[config.mk]
export PLATFORM = sky130hd
export DESIGN_NAME = vga_frame_scanout
export DESIGN_NICKNAME = d
export VERILOG_FILES = /design/src/rtl/vga_pkg.sv /design/src/rtl/vga_timing_gen.sv /design/src/rtl/vga_frame_scanout.sv
export SDC_FILE = /design/constraint.sdc
export NUM_CORES = 1
export LEC_CHECK = 0
export ABC_CLOCK_PERIOD_IN_PS = 8480
export CELL_PAD_IN_SITES_DETAIL_PLACEMENT = 1
export CELL_PAD_IN_SITES_GLOBAL_PLACEMENT = 1
export CORE_ASPECT_RATIO = 1.25
export CORE_MARGIN = 2
export CORE_UTILIZATION = 45
export CTS_CLUSTER_DIAMETER = 80
export DETAILED_ROUTE_END_ITERATION = 16
export GPL_ROUTABILITY_DRIVEN = 0
export PLACE_DENSITY = 0.93
export SETUP_SLACK_MARGIN = 0.3
export SYNTH_ARGS = -nofsm -noshare
export SYNTH_HDL_FRONTEND = slang
export SYNTH_SLANG_ARGS = --single-unit
[constraint.sdc]
create_clock -name clk -period 8.48 [get_ports clk]
set_clock_uncertainty 0.05 [all_clocks]
set_input_delay 2.544 -clock clk [delete_from_list [all_inputs] [get_ports clk]]
set_output_delay 2.544 -clock clk [all_outputs]
set_load 0.05 [all_outputs]
[src/rtl/vga_pkg.sv]
`default_nettype none
// +----------------------------------------------------------------------+
// | Module   : vga_pkg                                                    |
// | Purpose  : 640x480@60 timing defaults and pipeline control type.      |
// | Revision : 1.0                                                        |
// +----------------------------------------------------------------------+
package vga_pkg;

   localparam int VGA_H_ACTIVE = 640;
   localparam int VGA_H_FP     = 16;
   localparam int VGA_H_SYNC   = 96;
   localparam int VGA_H_BP     = 48;
   localparam int VGA_V_ACTIVE = 480;
   localparam int VGA_V_FP     = 10;
   localparam int VGA_V_SYNC   = 2;
   localparam int VGA_V_BP     = 33;

   localparam int VGA_H_TOTAL  = VGA_H_ACTIVE + VGA_H_FP + VGA_H_SYNC + VGA_H_BP;
   localparam int VGA_V_TOTAL  = VGA_V_ACTIVE + VGA_V_FP + VGA_V_SYNC + VGA_V_BP;

   localparam int          DEF_IMG_W     = 256;
   localparam int          DEF_IMG_H     = 256;
   localparam logic [31:0] DEF_BASE_ADDR = 32'h0000_0000;
   localparam logic [7:0]  DEF_BORDER    = 8'h00;

   // Sync fields carry pin levels (active-low).
   typedef struct packed {
      logic hsync;
      logic vsync;
      logic visible;
      logic in_img;
   } vga_ctrl_t;

   localparam vga_ctrl_t CTRL_IDLE = '{hsync: 1'b1, vsync: 1'b1, visible: 1'b0, in_img: 1'b0};

endpackage
`default_nettype wire

[src/rtl/vga_timing_gen.sv]
`default_nettype none
// +----------------------------------------------------------------------+
// | Module   : vga_timing_gen                                             |
// | Purpose  : Pixel/line counters with sync, visible and window decode.  |
// | Revision : 1.0                                                        |
// +----------------------------------------------------------------------+
module vga_timing_gen
   import vga_pkg::*;
#(
   parameter int H_ACTIVE = VGA_H_ACTIVE,
   parameter int H_FP     = VGA_H_FP,
   parameter int H_SYNC   = VGA_H_SYNC,
   parameter int H_BP     = VGA_H_BP,
   parameter int V_ACTIVE = VGA_V_ACTIVE,
   parameter int V_FP     = VGA_V_FP,
   parameter int V_SYNC   = VGA_V_SYNC,
   parameter int V_BP     = VGA_V_BP,
   parameter int IMG_W    = DEF_IMG_W,
   parameter int IMG_H    = DEF_IMG_H
) (
   input  logic      clk,
   input  logic      rst_n,
   input  logic      pix_en_i,
   output vga_ctrl_t ctrl_o,
   output logic      origin_o
);

   localparam int H_TOTAL = H_ACTIVE + H_FP + H_SYNC + H_BP;
   localparam int V_TOTAL = V_ACTIVE + V_FP + V_SYNC + V_BP;
   localparam int HW      = $clog2(H_TOTAL + 1);
   localparam int VW      = $clog2(V_TOTAL + 1);
   localparam int X_OFF   = (H_ACTIVE - IMG_W) / 2;
   localparam int Y_OFF   = (V_ACTIVE - IMG_H) / 2;

   localparam logic [HW-1:0] H_LAST     = HW'(H_TOTAL - 1);
   localparam logic [HW-1:0] H_VIS_END  = HW'(H_ACTIVE);
   localparam logic [HW-1:0] H_SYNC_BEG = HW'(H_ACTIVE + H_FP);
   localparam logic [HW-1:0] H_SYNC_END = HW'(H_ACTIVE + H_FP + H_SYNC);
   localparam logic [HW-1:0] X_BEG      = HW'(X_OFF);
   localparam logic [HW-1:0] X_END      = HW'(X_OFF + IMG_W);
   localparam logic [VW-1:0] V_LAST     = VW'(V_TOTAL - 1);
   localparam logic [VW-1:0] V_VIS_END  = VW'(V_ACTIVE);
   localparam logic [VW-1:0] V_SYNC_BEG = VW'(V_ACTIVE + V_FP);
   localparam logic [VW-1:0] V_SYNC_END = VW'(V_ACTIVE + V_FP + V_SYNC);
   localparam logic [VW-1:0] Y_BEG      = VW'(Y_OFF);
   localparam logic [VW-1:0] Y_END      = VW'(Y_OFF + IMG_H);

   logic [HW-1:0] hcount_q, hcount_d;
   logic [VW-1:0] vcount_q, vcount_d;
   logic          h_vis, v_vis, h_img, v_img;

   always_comb begin
      hcount_d = hcount_q;
      vcount_d = vcount_q;
      if (pix_en_i) begin
         if (hcount_q == H_LAST) begin
            hcount_d = '0;
            vcount_d = (vcount_q == V_LAST) ? '0 : vcount_q + VW'(1);
         end else begin
            hcount_d = hcount_q + HW'(1);
         end
      end
   end

   always_ff @(posedge clk or negedge rst_n) begin
      if (!rst_n) begin
         hcount_q <= '0;
         vcount_q <= '0;
      end else begin
         hcount_q <= hcount_d;
         vcount_q <= vcount_d;
      end
   end

   assign h_vis = (hcount_q < H_VIS_END);
   assign v_vis = (vcount_q < V_VIS_END);
   assign h_img = (hcount_q >= X_BEG) && (hcount_q < X_END);
   assign v_img = (vcount_q >= Y_BEG) && (vcount_q < Y_END);

   assign ctrl_o.hsync   = !((hcount_q >= H_SYNC_BEG) && (hcount_q < H_SYNC_END));
   assign ctrl_o.vsync   = !((vcount_q >= V_SYNC_BEG) && (vcount_q < V_SYNC_END));
   assign ctrl_o.visible = h_vis && v_vis;
   assign ctrl_o.in_img  = h_vis && v_vis && h_img && v_img;
   assign origin_o       = (hcount_q == '0) && (vcount_q == '0);

endmodule
`default_nettype wire

[src/rtl/vga_frame_scanout.sv]
`default_nettype none
// +----------------------------------------------------------------------+
// | Module   : vga_frame_scanout                                          |
// | Purpose  : Scans a centred grayscale frame buffer out as VGA video.   |
// | Revision : 1.0                                                        |
// +----------------------------------------------------------------------+
module vga_frame_scanout
   import vga_pkg::*;
#(
   parameter int          H_ACTIVE  = VGA_H_ACTIVE,
   parameter int          H_FP      = VGA_H_FP,
   parameter int          H_SYNC    = VGA_H_SYNC,
   parameter int          H_BP      = VGA_H_BP,
   parameter int          V_ACTIVE  = VGA_V_ACTIVE,
   parameter int          V_FP      = VGA_V_FP,
   parameter int          V_SYNC    = VGA_V_SYNC,
   parameter int          V_BP      = VGA_V_BP,
   parameter int          IMG_W     = DEF_IMG_W,
   parameter int          IMG_H     = DEF_IMG_H,
   parameter logic [31:0] BASE_ADDR = DEF_BASE_ADDR,
   parameter logic [7:0]  BORDER    = DEF_BORDER
) (
   input  logic        clk,
   input  logic        reset,
   input  logic        pix_en,
   output logic [31:0] vga_addr,
   input  logic [7:0]  vga_data,
   output logic        hsync,
   output logic        vsync,
   output logic        blank_n,
   output logic [7:0]  red,
   output logic [7:0]  green,
   output logic [7:0]  blue,
   output logic        frame_start
);

   vga_ctrl_t   ctrl0;
   logic        origin0;

   vga_ctrl_t   ctrl1_q, ctrl1_d;
   logic        origin1_q, origin1_d;
   logic [31:0] ptr_q, ptr_d;
   logic [31:0] addr_q, addr_d;
   logic [31:0] ptr_cur;

   logic        hsync_q, hsync_d;
   logic        vsync_q, vsync_d;
   logic        blank_n_q, blank_n_d;
   logic [7:0]  pix_q, pix_d;
   logic        fs_q, fs_d;

   vga_timing_gen #(
      .H_ACTIVE (H_ACTIVE), .H_FP (H_FP), .H_SYNC (H_SYNC), .H_BP (H_BP),
      .V_ACTIVE (V_ACTIVE), .V_FP (V_FP), .V_SYNC (V_SYNC), .V_BP (V_BP),
      .IMG_W    (IMG_W),    .IMG_H (IMG_H)
   ) u_timing (
      .clk      (clk),
      .rst_n    (reset),
      .pix_en_i (pix_en),
      .ctrl_o   (ctrl0),
      .origin_o (origin0)
   );

   // Reload at the origin tick itself so a full-screen image still starts at BASE_ADDR.
   assign ptr_cur = origin0 ? BASE_ADDR : ptr_q;

   always_comb begin
      ctrl1_d   = ctrl1_q;
      origin1_d = origin1_q;
      ptr_d     = ptr_q;
      addr_d    = addr_q;
      hsync_d   = hsync_q;
      vsync_d   = vsync_q;
      blank_n_d = blank_n_q;
      pix_d     = pix_q;
      fs_d      = 1'b0;
      if (pix_en) begin
         ctrl1_d   = ctrl0;
         origin1_d = origin0;
         ptr_d     = ptr_cur;
         if (ctrl0.in_img) begin
            addr_d = ptr_cur;
            ptr_d  = ptr_cur + 32'd1;
         end
         hsync_d   = ctrl1_q.hsync;
         vsync_d   = ctrl1_q.vsync;
         blank_n_d = ctrl1_q.visible;
         if (ctrl1_q.in_img) begin
            pix_d = vga_data;
         end else if (ctrl1_q.visible) begin
            pix_d = BORDER;
         end else begin
            pix_d = 8'h00;
         end
         fs_d = origin1_q;
      end
   end

   always_ff @(posedge clk or negedge reset) begin
      if (!reset) begin
         ctrl1_q   <= CTRL_IDLE;
         origin1_q <= 1'b0;
         ptr_q     <= BASE_ADDR;
         addr_q    <= BASE_ADDR;
         hsync_q   <= 1'b1;
         vsync_q   <= 1'b1;
         blank_n_q <= 1'b0;
         pix_q     <= 8'h00;
         fs_q      <= 1'b0;
      end else begin
         ctrl1_q   <= ctrl1_d;
         origin1_q <= origin1_d;
         ptr_q     <= ptr_d;
         addr_q    <= addr_d;
         hsync_q   <= hsync_d;
         vsync_q   <= vsync_d;
         blank_n_q <= blank_n_d;
         pix_q     <= pix_d;
         fs_q      <= fs_d;
      end
   end

   always_ff @(posedge clk) begin
      assert (IMG_W <= H_ACTIVE && IMG_H <= V_ACTIVE)
         else $error("vga_frame_scanout: image larger than the active area");
   end

   assign vga_addr    = addr_q;
   assign hsync       = hsync_q;
   assign vsync       = vsync_q;
   assign blank_n     = blank_n_q;
   assign red         = pix_q;
   assign green       = pix_q;
   assign blue        = pix_q;
   assign frame_start = fs_q;

endmodule
`default_nettype wire
## Word level (Yosys, flattened, before mapping)

Cells that the tools add are included.
Widths: inputs -> output; s select.

- Register bits: 101
- Bits in latches: 0
- Bits in writable memories: 0
- Memory bits (read-only): 0
- Memories: 0

- Add/sub/neg operators: 3
- $mul: 0
- Divide/modulo/power cells: 0
- $lt $le $gt $ge: 10
- Equality and inequality tests: 2
- Shifts and indexed selects: 0
- Muxes and demuxes: 6
- Bitwise logic cells: 0
- Reductions and logical operators: 14

Operators by type and width:

| kind | number |
|---|---|
| $mux 32 | 2 |
| $lt 10x9->1 const B | 4 |
| $add 32x1->32 const B | 1 |
| $add 10x1->10 const B | 2 |
| $eq 10x10->1 const B | 2 |
| $logic_not 10->1 | 2 |
| $lt 10x10->1 const B | 2 |
| $mux 10 | 2 |
| $ge 10x10->1 const B | 1 |
| $ge 10x7->1 const B | 1 |
| $ge 10x8->1 const B | 1 |
| $ge 10x9->1 const B | 1 |
| $logic_and 1x1->1 | 8 |
| $mux 8 | 1 |
| $reduce_and 2->1 | 2 |
| $logic_not 1->1 | 2 |
| $mux 1 | 1 |

## Depth between registers and ports, before layout

Gate-level depths: netlist of run 1.

- Depth after elaboration: 5
- Gate-level depth with buffers: 14

## Hierarchy

A second synthesis of run 1 with hierarchy kept.

- Cell total of the unflattened synthesis: 504
- Area, all modules: 5,029.8 µm²

Modules (own cells, without submodules):

| module | times used | cells an instance | area an instance (µm²) | sequential area each (µm²) |
|---|---|---|---|---|
| vga_frame_scanout | 1 | 373 | 3,788.6 | 2,031.9 |
| vga_timing_gen | 1 | 131 | 1,241.2 | 500.5 |

## Worst setup path before layout of run 1

No wires, ideal clock.

- Path type: input to register
- Start point: input pix_en
- End point: register ptr_q[5]
- Setup time: 0.124 ns
- Data arrival time: 4.055 ns
- Path slack: 4.251 ns
- Cell stages on the path: 7
- Path through: buf_4 inv_4 or4b_4 or2_1 buf_6 o211a_1 a211o_1

RTL lines:

| element | line | RTL |
|---|---|---|
| start, declared | vga_frame_scanout.sv:25 | `input logic pix_en,` |
| end signal, assigned | vga_frame_scanout.sv:113 | `ptr_q <= ptr_d;` |
| end, declared | vga_frame_scanout.sv:42 | `logic [31:0] ptr_q, ptr_d;` |

## Worst setup path in the final report of run 1

- Start point: input pix_en
- End point: register addr_q[1], in the netlist vga_addr[1]

- Cells in the longest elaborated chain, start to end: 1

Ends and longest elaborated chain:

| element | line | RTL |
|---|---|---|
| $reduce_and 2->1 (no line) | n/a |  |
| end signal, assigned | vga_frame_scanout.sv:114 | `addr_q <= addr_d;` |
| end, declared | vga_frame_scanout.sv:43 | `logic [31:0] addr_q, addr_d;` |

No other way between the ends.
A chain may end at the register's enable or synchronous reset.

==> flow_summary.yaml, run 1 <==
run_status:
  outcome: "finished, final reports clean"
critical_path:
  r2r_cells: 10
  start_kind: "input port"
  r2r_slack_ps: 4990
  endpoint_kind: "register"
  r2r-start: "u_timing.vcount_q[4]"
  cp_max_fo: 44
  worstPathArrival_ps: 5340
  critPathKind: "in -> reg"
  r2r_end: "ptr_q[24]"
  crit_required_ps: 8660
yosys:
  synthesis.area_um2: 5090
  yosys_warnings: 0
  synth-edff-count: 0
  yosysSeqAreaShare: 0.497
  synthArstFlopShare: 1.00
  synth_cells: 561
  ys_types: 56
  syn_area_per_cell_um2: 9.08
  synth_flop_cell: "dfrtp_1"
  synth_nets: 577
  synth-seq-cells: 101
min_path:
  min_to: "vga_addr[20]"
  min_path_cells: 2
  min_from: "vga_addr[20]"
  hold_path_class: "reg -> reg"
layout:
  final_layout_size_suffix_gt1_frac: 0.0584
  diodes: 0
  area_delta_synth_final_pct: 17.7
  fin_nets: 610
  mostFrequentLayoutCells: "nand2_1, dfrtp_1, clkdlybuf4s50_1"
  stdcell_area_um2: 6000
  mostFrequentLayoutCell: "nand2_1"
  fin_util: 0.541
detailed_routing:
  post_drt_wl_per_cell_um: 18.8
  antenna_left: 0
  vias: 4264
  wl_um: 13800
  drc: 0
  dr.pass1.iters: 4
  drt_iter0_markers: 224
  viasPerCell: 5.81
place:
  hpwl_um: 9410
  portBuffers: 70
  placed_area_um2: 5690
power_and_ir_drop:
  p_leak_nw: 2.57
  ir_drop_v: 0.000101
  powerDensity_nw_per_um2: 173
clock_network:
  cts_buffers: 9
  ctsResizeCount: 0
  postCtsHoldBufs: 0
  htree_levels: 3
  cts_buffer_depth: 2
  cts_setup_buffers: 0
  cts.sinks: 101
  cts_tree: "yes"
  root_buffer: "clkbuf_16"
  clkTransAtPathRegs_ps: 60
  clock_latency_ps: 350
sta:
  drv_slew: 0
  hold_ws_ps: 416
  setup_violations: 0
  rsz0062_at_grt: "false"
  period_share: 0.609
  fin_crit_ps: 5160
  slew_headroom: 0.191
  fmax_ghz: 0.194
  final.setup.tns_ps: 0
  tightest_slew_ps: 1210
  hold_viol: 0
grt:
  grt_remaining_overflow: 0
  grt_max_degree: 59
  grt_pass1_wl_um: 22900
  track_usage: 0.238
  grt_pass1_vias: 4575
  antenna_found_initial: 0
run:
  maxCapViolations: 0
floorplan:
  core_area_um2: 11100
  start_util: 0.460
  io_pins: 71
  die_area_um2: 12200
  die_y_um: 123
  die_w_um: 99.2
  rows: 43
metal layers:
layer	wire length (µm)	global-route usage
met1	5230	0.268
met2	7730	0.446
met3	503	0.0350
met4	323	0.100
met5	0	0
synthesized netlist by cell type, types with 4 or more instances:
cell,n,area (µm²)
nand2_1,131,492
dfrtp_1,97,2430
o21ai_0,35,175
nand3_1,32,160
nor2_1,25,93.8
nand4_1,21,131
clkbuf_1,20,75.1
inv_1,20,75.1
buf_4,17,128
xnor2_1,14,123
nor3_1,13,65.1
and3_1,12,75.1
nor4_1,9,56.3
xor2_1,9,78.8
and4_1,7,61.3
buf_2,7,35.0
a31oi_1,6,37.5
and2_1,6,37.5
ha_1,5,62.6
mux2_2,5,56.3
mux2i_1,5,50.1
nand2b_1,5,31.3
o31ai_1,5,37.5
a21oi_1,4,20.0
dfstp_2,4,105
area by class of cell:
type	count	area (µm²)
Inverter	21	81.3
Timing Repair Buffer	72	713
Fill cell	1281	5080
Tap cell	135	169
Multi-Input combinational cell	389	2190
Sequential cell	101	2530
Clock buffer	11	233
Clock inverter	5	75.1
flip-flops by register name, indices dropped and copies added, names as in the netlist:
register           cells
blank_n                1
ptr_q                 32
frame_start            1
blue                   8
origin1_q              1
u_timing.vcount_q     10
hsync                  1
vga_addr              32
vsync                  1
u_timing.hcount_q     10
ctrl1_q                4
stage by stage:
step / power, mW / setup WS (ps) / std cells
floorplan: 0.578 / 4250 / 561
global placement: 0.605 / 3230 / 718
detailed placement: 0.610 / 3020 / 718
CTS: 1.04 / 3330 / 734
global route: 1.07 / 3170 / 734
finish: 1.04 / 3320 / 734
critical path: stages:
cell and delay, ps:
clkdlybuf4s50_1 460, buf_4 370, inv_4 120, nor3b_1 450, and2_1 950, mux2_2 420
cells by family after synthesis:
family,Yosys count,share of synthesized area
and+or+nand+nor,281,0.271
DFF,101,0.497
buffers and inverters,71,0.0722
AOI/OAI and AO/OA,70,0.0872
xor gates and xnor gates,23,0.0395
muxes,10,0.0209
adders and majority gates,5,0.0123
power breakdown:
| part | leakage (nW) | switching, mW | internal [mW] |
|---|---|---|---|
| Combinational | 1.04 | 0.0570 | 0.0297 |
| Sequential | 1.38 | 0.0211 | 0.495 |
| Clock | 0.153 | 0.176 | 0.257 |
| Total | 2.57 | 0.254 | 0.782 |
worst max path at each step:
stage                     startpoint           to  slack, ps  cells after the start
after global placement        pix_en  vga_addr[1]       3230                      6
after global routing          pix_en  vga_addr[1]       3170                      6
after detailed placement      pix_en  vga_addr[1]       3020                      6
final                         pix_en  vga_addr[1]       3320                      6
after CTS                     pix_en  vga_addr[1]       3330                      6
after floorplan               pix_en     ptr_q[5]       4250                      7
(Power assumes the default switching activity.)
==> inputs of run 2 (changes only) <==
--- a/config.mk
+++ b/config.mk
@@ -5,16 +5,16 @@
 export SDC_FILE = /design/constraint.sdc
 export NUM_CORES = 1
 export LEC_CHECK = 0
-export ABC_CLOCK_PERIOD_IN_PS = 8480
+export ABC_CLOCK_PERIOD_IN_PS = 4700
 export CELL_PAD_IN_SITES_DETAIL_PLACEMENT = 1
 export CELL_PAD_IN_SITES_GLOBAL_PLACEMENT = 1
 export CORE_ASPECT_RATIO = 1.25
 export CORE_MARGIN = 2
-export CORE_UTILIZATION = 45
+export CORE_UTILIZATION = 38
 export CTS_CLUSTER_DIAMETER = 80
 export DETAILED_ROUTE_END_ITERATION = 16
 export GPL_ROUTABILITY_DRIVEN = 0
-export PLACE_DENSITY = 0.93
+export PLACE_DENSITY = 0.85
 export SETUP_SLACK_MARGIN = 0.3
 export SYNTH_ARGS = -nofsm -noshare
 export SYNTH_HDL_FRONTEND = slang
==> constraint.sdc (replaced) <==
create_clock -name clk -period 4.7 [get_ports clk]
set_clock_uncertainty 0.05 [all_clocks]
set_input_delay 1.41 -clock clk [delete_from_list [all_inputs] [get_ports clk]]
set_output_delay 1.41 -clock clk [all_outputs]
set_load 0.05 [all_outputs]
==> run 2 against run 1 <==
Against the previous run:
- first-iteration DRC count shrank 42%
- power is 75% higher
- largest cell class unchanged
- clock-buffer cell count shrank 1
- critical path depth grew 1
- design area is 0.69% higher
- via count decreased by 2.4%
- register-to-register slack got worse by 3600 ps
- sequential share of layout area decreased by 0.29 points
==> flow_summary.yaml, run 2 (same netlist as run 1, synthesis figures left out) <==
clock_network:
  htree_levels: 3
  cts_setup_buffers: 0
  clkTransAtPathRegs_ps: 70
  postCtsHoldBufs: 0
  cts_buffer_depth: 2
  cts_tree: "yes"
  clock_latency_ps: 350
  cts.sinks: 101
  cts_buffers: 9
  root_buffer: "clkbuf_16"
  ctsResizeCount: 0
sta:
  setup_violations: 0
  tightest_slew_ps: 1140
  fmax_ghz: 0.291
  period_share: 0.731
  fin_ws_ps: 1270
  drv_slew: 0
  slew_headroom: 0.238
  hold_viol: 0
  rsz0062_at_grt: "false"
  fin_crit_ps: 3430
  final.setup.tns_ps: 0
critical_path:
  cp_cell_sequence: "clkdlybuf4s50_1, buf_4, and4_1, o211a_1, nand3_1, o311ai_0, o31ai_1"
  worstPathArrival_ps: 3600
  worst_path_max_delay_cell: "clkdlybuf4s50_1"
  start_kind: "input port"
  crit_required_ps: 4860
  cp_max_fo: 43
  crit_path_max_incr_delay_ps: 520
  endpoint_kind: "register"
  critPathKind: "in -> reg"
floorplan:
  start_util: 0.387
  core_area_um2: 13200
  die_area_um2: 14400
  io_pins: 71
  die_y_um: 133
  rows: 47
  die_w_um: 108
layout:
  mostFrequentLayoutCell: "nand2_1"
  area_delta_synth_final_pct: 18.5
  mostFrequentLayoutCells: "nand2_1, dfrtp_1, clkdlybuf4s50_1"
  fin_nets: 613
  n_fill_cell: 1545
  stdcell_area_um2: 6040
  diodes: 0
  final_layout_size_suffix_gt1_frac: 0.0632
grt:
  grt_pass1_vias: 4482
  track_usage: 0.201
  grt_pass1_wl_um: 22900
  grt_remaining_overflow: 0
  grt_max_degree: 89
  antenna_found_initial: 0
power_and_ir_drop:
  powerDensity_nw_per_um2: 300
  p_leak_nw: 2.57
  ir_drop_v: 0.000138
  p_total_mw: 1.81
detailed_routing:
  dr.pass1.iters: 4
  drc: 0
  antenna_left: 0
  post_drt_wl_per_cell_um: 17.5
  wl_um: 13500
  drt_iter0_markers: 129
  vias: 4160
  viasPerCell: 5.39
place:
  portBuffers: 70
  preCtsSetupSlack_ps: 964
  placed_area_um2: 5760
  hpwl_um: 9390
run_status:
  outcome: "finished, final reports clean"
min_path:
  hold_path_class: "reg -> reg"
run:
  maxCapViolations: 0
run 2: layer usage:
metal,routed length (µm),part of all wire,up-vias,GRT usage
met1,5600,0.42,2101,0.238
met5,0,0,-,0
met4,276,0.020,0,0.0698
met2,7290,0.54,59,0.363
li1,-,-,1977,-
met3,314,0.023,23,0.0352
run 2: cell type report:
cell class	instances	area [µm²]	area share
inverters	21	81.3	0.0135
well taps	171	214	0.0354
clock buffers	10	229	0.0379
multi-input cells	389	2190	0.363
repair buffers	75	736	0.122
clock inverters	5	52.6	0.00870
flip-flops and latches	101	2530	0.419
run 2: critical path: cells and delay by family:
kind | cells | cell delay, ps
buf+inv | 2 | 920
compound gates | 3 | 790
simple gates | 2 | 460
run 2: per-stage QoR:
step                      instances  hold WS, ps  utilization
after CTS                       772          424        0.458
after global placement          757          399        0.437
after floorplan                 561          392            -
after global routing            772          448        0.458
after detailed placement        757          409        0.437
final                           772          418        0.458
run 2: final timing paths:
check / startpoint / to / slack [ps] / cells past startpoint
worst max-delay path: pix_en / ptr_q[20] / 1270 / 7
worst min-delay path: vga_addr[25] / vga_addr[25] / 420 / 2
worst max register to register: u_timing.vcount_q[4] / ptr_q[24] / 1410 / 10
worst min register to register: vga_addr[25] / vga_addr[25] / 420 / 2
max in group asynchronous: reset / blue[1] / 2530 / 2
min in group asynchronous: reset / vga_addr[12] / 1200 / 1
run 2: where the power goes:
group / switching, mW / internal [mW] / leakage, nW / total [mW]
sequential: 0.0400 / 0.894 / 1.38 / 0.934
combinational: 0.101 / 0.0530 / 1.06 / 0.154
clock: 0.317 / 0.407 / 0.138 / 0.724
total: 0.458 / 1.35 / 2.57 / 1.81
==> inputs of run 3 (changes only) <==
--- a/config.mk
+++ b/config.mk
@@ -5,7 +5,7 @@
 export SDC_FILE = /design/constraint.sdc
 export NUM_CORES = 1
 export LEC_CHECK = 0
-export ABC_CLOCK_PERIOD_IN_PS = 4700
+export ABC_CLOCK_PERIOD_IN_PS = 2900
 export CELL_PAD_IN_SITES_DETAIL_PLACEMENT = 1
 export CELL_PAD_IN_SITES_GLOBAL_PLACEMENT = 1
 export CORE_ASPECT_RATIO = 1.25
==> constraint.sdc (replaced) <==
create_clock -name clk -period 2.9 [get_ports clk]
set_clock_uncertainty 0.05 [all_clocks]
set_input_delay 0.87 -clock clk [delete_from_list [all_inputs] [get_ports clk]]
set_output_delay 0.87 -clock clk [all_outputs]
set_load 0.05 [all_outputs]
==> run 3 against run 2 <==
Against the previous run:
- final cell count increased by 4.3%
- worst setup slack got worse by 890 ps
- utilization increased by 2.7 points
- clock power increased by 51%
- power increased by 62%
- wire length increased by 9.4%
- die area unchanged
- sequential share of layout area decreased by 2.3 points
- hold slack got worse by 2.5 ps
- clock-buffer cell count increased by 6
- largest power group unchanged
==> flow_summary.yaml, run 3 (same netlist as run 1, synthesis figures left out) <==
run_status:
  outcome: "finished, final reports clean"
grt:
  grt_pass1_wl_um: 24000
  grt_remaining_overflow: 0
  track_usage: 0.211
  grt_max_degree: 47
  grt_pass1_vias: 4853
  antenna_found_initial: 0
clock_network:
  clock_latency_ps: 350
  clkTransAtPathRegs_ps: 70
  postCtsHoldBufs: 0
  htree_levels: 3
  cts_buffers: 9
  cts_tree: "yes"
  root_buffer: "clkbuf_16"
  cts.sinks: 101
  cts_buffer_depth: 2
power_and_ir_drop:
  p_leak_nw: 2.72
  p_total_mw: 2.93
  ir_drop_v: 0.000349
  powerDensity_nw_per_um2: 458
critical_path:
  endpoint_kind: "register"
  worstPathArrival_ps: 2750
  critPathKind: "reg -> reg"
  start_kind: "register"
  crit_required_ps: 3120
  cp_max_fo: 6
floorplan:
  die_w_um: 108
  io_pins: 71
  die_y_um: 133
  core_area_um2: 13200
  start_util: 0.387
  rows: 47
  die_area_um2: 14400
detailed_routing:
  dr.pass1.iters: 4
  wl_um: 14700
  drt_iter0_markers: 159
  antenna_left: 0
  wl_met3_um: 461
  vias: 4435
  viasPerCell: 5.51
  top_layer: "met4"
  drc: 0
  post_drt_wl_per_cell_um: 18.3
  met2WireLength_um: 8140
  met1_length_um: 5670
run:
  maxCapViolations: 0
sta:
  hold_viol: 0
  hold_ws_ps: 416
  fin_ws_ps: 377
  drv_slew: 0
  setup_violations: 0
  slew_headroom: 0.523
  fin_crit_ps: 2520
  period_share: 0.870
  final.setup.tns_ps: 0
  fmax_ghz: 0.396
  tightest_slew_ps: 709
  rsz0062_at_grt: "true"
layout:
  n_fill_cell: 1536
  mostFrequentLayoutCell: "nand2_1"
  fin_nets: 645
  final_layout_size_suffix_gt1_frac: 0.136
  fin_util: 0.486
  diodes: 0
  area_delta_synth_final_pct: 25.6
  mostFrequentLayoutCells: "nand2_1, dfrtp_1, clkdlybuf4s50_1"
place:
  preCtsSetupSlack_ps: -126
  portBuffers: 70
  hpwl_um: 10200
min_path:
  hold_path_class: "reg -> reg"
-- run 3: metal layers --
layer / vias up / global-route usage
met1: 2243 / 0.233
met2: 108 / 0.391
met3: 32 / 0.0357
met4: 0 / 0.0897
li1: 2052 / -
met5: - / 0
-- run 3: timing repair --
item,4_1_cts,5_1_grt
gates resized for setup,13,15
setup buffers,4,2
pin swaps,4,4
setup endpoints to repair,19,15
-- run 3: worst paths after layout --
| path | start | endpoint | slack, ps | cells after the start |
|---|---|---|---|---|
| max in group asynchronous | reset | hsync | 1610 | 2 |
| hold / removal | vga_addr[8] | vga_addr[8] | 420 | 2 |
| hold reg to reg | vga_addr[8] | vga_addr[8] | 420 | 2 |
| min in group asynchronous | reset | vga_addr[7] | 460 | 1 |
| setup reg to reg | u_timing.vcount_q[4] | ptr_q[24] | 380 | 10 |
| setup / recovery | u_timing.vcount_q[4] | ptr_q[24] | 380 | 10 |
-- run 3: layout make-up --
type | instances | area [µm²] | area share
Tap cell | 171 | 214 | 0.0334
Clock buffer | 16 | 251 | 0.0393
Timing Repair Buffer | 107 | 988 | 0.154
Inverter | 21 | 81.3 | 0.0127
Multi-Input combinational cell | 389 | 2330 | 0.364
Sequential cell | 101 | 2530 | 0.396
-- run 3: per-stage QoR --
step                cell area (µm²)  cells
floorplan                      5120    561
global placement               5980    783
detailed placement             5980    783
CTS                            6310    803
global route                   6400    805
finish                         6400    805
-- run 3: power breakdown --
group / switching (mW) / internal [mW]
Clock: 0.503 / 0.586
Combinational: 0.217 / 0.132
Sequential: 0.0474 / 1.45
-- run 3: critical path, cell delays in order (launching register included) --
cell	delay [ps]
dfrtp_1	380
or4_4	570
nor2_4	130
nand3_4	100
and2_4	220
ha_4	150
and4_4	140
o211a_4	160
and2_4	190
a31o_2	240
a31oi_1	120
